==> config.mk <==
export PLATFORM = sky130hd
export DESIGN_NAME = fp32_div_iter
export DESIGN_NICKNAME = d
export VERILOG_FILES = /design/src/rtl/fp32_pkg.sv /design/src/rtl/fp32_mant_divider.sv /design/src/rtl/fp32_div_iter.sv
export SDC_FILE = /design/constraint.sdc
export NUM_CORES = 1
export LEC_CHECK = 0
export CELL_PAD_IN_SITES_DETAIL_PLACEMENT = 0
export CELL_PAD_IN_SITES_GLOBAL_PLACEMENT = 2
export CORE_UTILIZATION = 36
export DETAILED_ROUTE_END_ITERATION = 12
export PLACE_DENSITY_LB_ADDON = 0.15
export SETUP_SLACK_MARGIN = 0.05
export SYNTH_ARGS = -nofsm -noshare
export SYNTH_HDL_FRONTEND = slang
export SYNTH_HIERARCHICAL = 1
export SYNTH_SLANG_ARGS = --single-unit
==> constraint.sdc <==
create_clock -name clk -period 5.3 [get_ports clk]
set_input_delay 0.53 -clock clk [delete_from_list [all_inputs] [get_ports clk]]
set_output_delay 0.53 -clock clk [all_outputs]
set_load 0.02 [all_outputs]
==> src/rtl/fp32_pkg.sv <==
// Shared FP32 definitions for the divider and its multiplier companion:
// FSM state type, field widths, bias and canonical constant encodings.
package fp32_pkg;

  localparam int EXP_W  = 8;
  localparam int FRAC_W = 23;
  localparam int MANT_W = FRAC_W + 1;
  localparam int Q_W    = MANT_W + 1;
  localparam int CNT_W  = 5;

  localparam int          FP32_BIAS    = 127;
  localparam int          FP32_EXP_MAX = 255;
  localparam logic [31:0] FP32_QNAN    = 32'h7FC0_0000;

  typedef enum logic [1:0] {
    ST_IDLE,
    ST_CALC,
    ST_NORM,
    ST_DONE
  } state_e;

  function automatic logic [31:0] fp32_pack(input logic s, input logic [EXP_W-1:0] e,
                                            input logic [FRAC_W-1:0] f);
    return {s, e, f};
  endfunction

endpackage

==> src/rtl/fp32_mant_divider.sv <==
// Restoring mantissa divider: one quotient bit per clock, MSB first,
// Q_W iterations after a start pulse.
module fp32_mant_divider
  import fp32_pkg::*;
(
  input  logic              clk,
  input  logic              rst,
  input  logic              start,
  input  logic [MANT_W-1:0] mant_a,
  input  logic [MANT_W-1:0] mant_b,
  output logic [Q_W-1:0]    q,
  output logic              done
);

  localparam logic [CNT_W-1:0] LAST_CNT = CNT_W'(Q_W - 1);

  logic [Q_W-1:0]    rem_q, rem_d, rem_sub;
  logic [Q_W-1:0]    q_q, q_d;
  logic [MANT_W-1:0] divisor_q;
  logic [CNT_W-1:0]  count_q;
  logic              busy_q;
  logic              take;

  always_comb begin
    take    = rem_q >= {1'b0, divisor_q};
    rem_sub = take ? (rem_q - {1'b0, divisor_q}) : rem_q;
    // After a restoring step rem < divisor < 2^24, so the shift never overflows.
    rem_d   = {rem_sub[Q_W-2:0], 1'b0};
    q_d     = {q_q[Q_W-2:0], take};
  end

  always_ff @(posedge clk) begin
    if (rst) begin
      rem_q     <= '0;
      q_q       <= '0;
      divisor_q <= '0;
      count_q   <= '0;
      busy_q    <= 1'b0;
    end else if (start) begin
      rem_q     <= {1'b0, mant_a};
      q_q       <= '0;
      divisor_q <= mant_b;
      count_q   <= '0;
      busy_q    <= 1'b1;
    end else if (busy_q) begin
      rem_q   <= rem_d;
      q_q     <= q_d;
      count_q <= count_q + 1'b1;
      if (count_q == LAST_CNT) busy_q <= 1'b0;
    end
  end

  // High during the final iteration; q holds the full quotient on the next cycle.
  assign done = busy_q && (count_q == LAST_CNT);
  assign q    = q_q;

endmodule

==> src/rtl/fp32_div_iter.sv <==
// Iterative FP32 divider with valid/ready on both sides: truncating,
// denormals flushed to zero, special operands resolved without iterating.
module fp32_div_iter
  import fp32_pkg::*;
#(
  parameter int WIDTH = 32
) (
  input  logic             clk,
  input  logic             rst,
  input  logic             in_valid,
  output logic             in_ready,
  input  logic [WIDTH-1:0] a,
  input  logic [WIDTH-1:0] b,
  output logic             out_valid,
  input  logic             out_ready,
  output logic [WIDTH-1:0] quotient
);

  state_e             state_q;
  logic               in_ready_q, out_valid_q, sign_q;
  logic [WIDTH-1:0]   quotient_q;
  logic [EXP_W-1:0]   ea_q, eb_q;

  logic [EXP_W-1:0]   a_exp, b_exp;
  logic               a_zero, b_zero, a_inf, b_inf, special, sign_in;
  logic [31:0]        special_res, norm_res;
  logic               div_start, div_done;
  logic [Q_W-1:0]     div_q;
  logic signed [9:0]  e_norm;
  logic [FRAC_W-1:0]  mant_norm;

  always_comb begin
    a_exp   = a[30:23];
    b_exp   = b[30:23];
    a_zero  = a_exp == '0;
    b_zero  = b_exp == '0;
    a_inf   = a_exp == EXP_W'(FP32_EXP_MAX);
    b_inf   = b_exp == EXP_W'(FP32_EXP_MAX);
    special = a_zero | b_zero | a_inf | b_inf;
    sign_in = a[31] ^ b[31];

    if (a_inf || b_inf || (a_zero && b_zero))
      special_res = FP32_QNAN;
    else if (a_zero)
      special_res = fp32_pack(sign_in, '0, '0);
    else
      special_res = fp32_pack(sign_in, '1, '0);
  end

  always_comb begin
    mant_norm = div_q[Q_W-1] ? div_q[Q_W-2:1] : div_q[Q_W-3:0];
    e_norm    = $signed({2'b00, ea_q}) - $signed({2'b00, eb_q})
              + (div_q[Q_W-1] ? 10'(FP32_BIAS) : 10'(FP32_BIAS - 1));
    if (e_norm >= $signed(10'(FP32_EXP_MAX)))
      norm_res = fp32_pack(sign_q, '1, '0);
    else if (e_norm <= 10'sd0)
      norm_res = fp32_pack(sign_q, '0, '0);
    else
      norm_res = fp32_pack(sign_q, e_norm[EXP_W-1:0], mant_norm);
  end

  assign div_start = (state_q == ST_IDLE) && in_valid && !special;

  fp32_mant_divider u_mant_div (
    .clk    (clk),
    .rst    (rst),
    .start  (div_start),
    .mant_a ({1'b1, a[FRAC_W-1:0]}),
    .mant_b ({1'b1, b[FRAC_W-1:0]}),
    .q      (div_q),
    .done   (div_done)
  );

  always_ff @(posedge clk) begin
    if (rst) begin
      state_q     <= ST_IDLE;
      in_ready_q  <= 1'b1;
      out_valid_q <= 1'b0;
      quotient_q  <= '0;
      sign_q      <= 1'b0;
      ea_q        <= '0;
      eb_q        <= '0;
    end else begin
      case (state_q)
        ST_IDLE: begin
          if (in_valid) begin
            sign_q     <= sign_in;
            ea_q       <= a_exp;
            eb_q       <= b_exp;
            in_ready_q <= 1'b0;
            if (special) begin
              quotient_q  <= special_res;
              out_valid_q <= 1'b1;
              state_q     <= ST_DONE;
            end else begin
              state_q <= ST_CALC;
            end
          end
        end
        ST_CALC: begin
          if (div_done) state_q <= ST_NORM;
        end
        ST_NORM: begin
          quotient_q  <= norm_res;
          out_valid_q <= 1'b1;
          state_q     <= ST_DONE;
        end
        ST_DONE: begin
          if (out_ready) begin
            out_valid_q <= 1'b0;
            in_ready_q  <= 1'b1;
            state_q     <= ST_IDLE;
          end
        end
        default: state_q <= ST_IDLE;
      endcase
    end
  end

  assign in_ready  = in_ready_q;
  assign out_valid = out_valid_q;
  assign quotient  = quotient_q;

endmodule

==> results.yml <==
power:
  pwr-share-seq_pct: 22.7
  p_sw_share_pct: 44.6
  combPwrFrac_pct: 57.0
  clkPwrFrac_pct: 20.3
  leakage_nw: 3.52
  cellPowerDensity_nw_per_um2: 621
  ir_worst_vdd_mv: 0.280
  power.internal_mw: 3.24
  switching_power_mw: 2.60
  power_mw: 5.84
drt:
  vias: 6580
  drtIter0Drc: 246
  wl_met3_um: 651
  avgRoutedWirePerCell_um: 15.6
  wl_met1_mm: 8.86
  dr.pass1.iters: 4
  route.detailed.drc: 0
  dr.max_layer_used: "met4"
  dr_wl_met2_mm: 9.57
  final_antenna_net_count: 0
  viasPerCell: 5.30
  finalWirelength_mm: 19.3
finish:
  fin_nets: 1069
  postLayoutCoreUtil_pct: 45.9
  syn_to_final_growth_pct: 23.3
  n_antenna_cell: 0
  layout-drive-gt1-share_pct: 6.90
synth:
  yosysWarnings: 6
  ys_seq_area_share_pct: 34.9
  synth_cell_types: 76
  synth_area_um2: 7630
  avgSynthCellArea_um2: 8.69
  synth_cells: 878
  ys_async_sr_fraction_pct: 0
  ys_seq_elements: 133
  ys.flop_type: "dfxtp_1"
  synth_edf_count: 0
timing:
  fin_crit_ns: 3.91
  setup_tns_ns: 0
  setup_ws_ns: 1.39
  finalCritPeriodShare_pct: 73.8
  finClkSkew_ns: 0.00707
  rsz0062_at_grt: "false"
  drv_slew: 0
  tightest_slew_ns: 1.12
  timing_hold_violations_final: 0
  fmax_ghz: 0.256
  setup_viol: 0
  maxSlewHeadroom_pct: 24.9
die:
  num_rows: 52
  die_y_um: 148
  pin_count: 102
  start_util_pct: 37.2
  die_x_um: 148
  coreArea_um2: 20500
  dieArea_um2: 21800
clocking:
  ctsResizeCount: 0
  htreeDepth: 4
  cts_sinks: 133
  cts.path.max_buffers: 2
  cts_setup_buffers: 0
  cts_root_buffer: "clkbuf_16"
  cts_hold_buffers: 0
  insertion_delay_ns: 0.42
  clkSlewWorstSetupHoldPaths_ns: 0.07
  cts_tree: "built"
  cts_made_buffers: 17
flow_run:
  cap_viol_max_count: 0
global_routing:
  grt_pass1_vias: 6472
  grt_pass1_wl_mm: 32.1
  grt_start_max_net_pins: 66
  grt-ovfl-total: 0
  antenna_found_initial: 0
  grtUsageTotal_pct: 18.4
setup_path:
  crit_chain: "clkdlybuf4s50_1, or4_1, nor2_1, nor3_1, nand2_1, nor2_4, nor2_1, nand2_1, o32a_1, o21ai_1"
  crit_type: "in -> reg"
  cp.depth: 10
  crit_path_start_kind: "input pin"
  crit_family: "simple AND/OR/NAND/NOR gates"
  cp_max_fo: 19
  worstPathRequired_ns: 5.66
  worstPathArrival_ns: 4.26
  crit_slowest_cell: "nor2_1"
  max_stage_delay_ns: 0.87
  endpoint_kind: "flip-flop"
  cp_num_buf_inv: 1
  rr_worst_depth: 11
run_status:
  status: "finished, final reports clean"
placement:
  gp_congestion: 0.842
  post-place-ws_ns: 1.01
  dp_hpwl_mm: 13.9
  portBuffers: 101
hold_path:
  hold_path_depth: 2
  hp-class: "reg -> reg"
-- state kept, by name, summed over array words and instances (netlist names) --
register and count:
u_mant_div/busy_q 1, ea_q 8, u_mant_div/divisor_q 24, u_mant_div/q 25, u_mant_div/rem_q 25, sign_q 1
state_q 2, u_mant_div/count_q 5, out_valid 1, eb_q 8, quotient 32, in_ready 1
-- Yosys cell counts (3+ instances only) --
cell      instances  area (um^2)
dfxtp_1         133         2660
nor2_1          122          458
mux2i_1          92          921
nand2_1          64          240
a21oi_1          59          295
inv_1            55          206
ha_1             41          513
clkbuf_1         37          139
a32o_1           22          220
o21ai_0          22          110
xnor2_1          19          166
a21o_1           12         90.1
a22oi_1          11         82.6
a32oi_1          11         96.3
o21ai_1          11         55.1
xor2_1           11         96.3
nor3_1            9         45.0
nor2b_1           8         50.1
nand3_1           7         35.0
nand3b_1          7         52.6
nand4_1           7         43.8
o221a_2           7         78.8
or3_1             7         43.8
a211oi_1          6         45.0
o21bai_1          6         45.0
o22ai_1           6         37.5
buf_1             5         18.8
a31oi_1           4         25.0
and2_1            4         25.0
o21a_1            4         30.0
o31a_1            4         35.0
or4_1             4         30.0
a211o_1           3         26.3
buf_6             3         33.8
nand2b_1          3         18.8
nor3b_1           3         22.5
nor4_1            3         18.8
o32a_1            3         30.0
-- final timing paths --
path / start / slack (ns) / to
worst max-delay path: b[23] / 1.39 / u_mant_div/rem_q[17]$_SDFFE_PP0P_
worst min-delay path: ea_q[0]$_SDFFE_PP0P_ / 0.46 / ea_q[0]$_SDFFE_PP0P_
worst max register to register: u_mant_div/divisor_q[1]$_SDFFE_PP0P_ / 1.49 / u_mant_div/rem_q[19]$_SDFFE_PP0P_
worst min register to register: ea_q[0]$_SDFFE_PP0P_ / 0.46 / ea_q[0]$_SDFFE_PP0P_
-- placed cells by master (no fill, tap or decap), types with 4 or more instances in the layout --
cell and instances:
nand3b_1 7, a22oi_1 11, a211oi_1 6, or4_1 4, nor2_1 121, a21oi_1 59, xnor2_1 19, o21ai_1 11
dfxtp_1 132, a32oi_1 11, xor2_1 11, or3_1 7, o21ai_0 22, o31a_1 4, inv_8 5, clkdlybuf4s50_1 100
o221a_2 7, clkbuf_16 17, buf_4 6, a32o_1 22, nand4_1 7, nand3_1 7, nand2_1 64, nor3_1 9
mux2i_1 92, o21a_1 4, o21bai_1 6, inv_1 55, a21o_1 12, inv_6 4, nor2b_1 8, ha_1 41
o22ai_1 5, a31oi_1 4, and2_1 4
-- power groups by stage --
stage | registers (mW) | logic (mW) | clock network [mW]
finish | 1.32 | 3.33 | 1.19
global route | 1.35 | 3.69 | 1.26
CTS | 1.32 | 3.32 | 1.22
detailed placement | 1.35 | 3.30 | 0
global placement | 1.34 | 3.27 | 0
floorplan | 1.30 | 2.70 | 0
-- metal layers --
layer  vias to the layer above  track usage [%]
li1                       3309                -
met4                         0             6.08
met2                       132             32.5
met1                      3112             22.5
met5                         -                0
met3                        27             3.18
-- cell type report --
cell class                 instances  area, um^2
clock inverter                    15         160
multi-input combinational        644        4560
inverter                          55         206
sequential                       133        2660
clock buffer                      17         425
timing repair buffer             107        1050
fill                            2019       11100
tap                              270         338
-- cell families (layout without fill, tap and decap cells) --
group | Yosys count | in the layout | synth area share [%]
and+or+nand+nor | 258 | 258 | 15.4
AOI/OAI and AO/OA | 215 | 215 | 20.5
DFF | 133 | 133 | 34.9
buffers and inverters | 102 | 194 | 5.51
muxes | 92 | 92 | 12.1
adders and majority gates | 43 | 43 | 7.25
xor gates and xnor gates | 34 | 34 | 4.38
other | 1 | 2 | 0.0492
-- worst register-to-register path, delay by kind of cell (launching register included) --
family	cells	cell delay, ns
simple gates	3	0.78
fa+ha+maj	1	0.29
compound gates	6	2.19
flops	1	0.42
buf+inv	1	0.07
-- per-stage QoR --
step / std cells / hold slack [ns] / instance area (um^2)
after floorplan: 879 / 0.436 / 7630
after global placement: 1209 / 0.449 / 8820
after detailed placement: 1209 / 0.450 / 8820
after CTS: 1241 / 0.459 / 9410
after global routing: 1241 / 0.472 / 9410
final: 1241 / 0.461 / 9410
(Power assumes the default switching activity.)
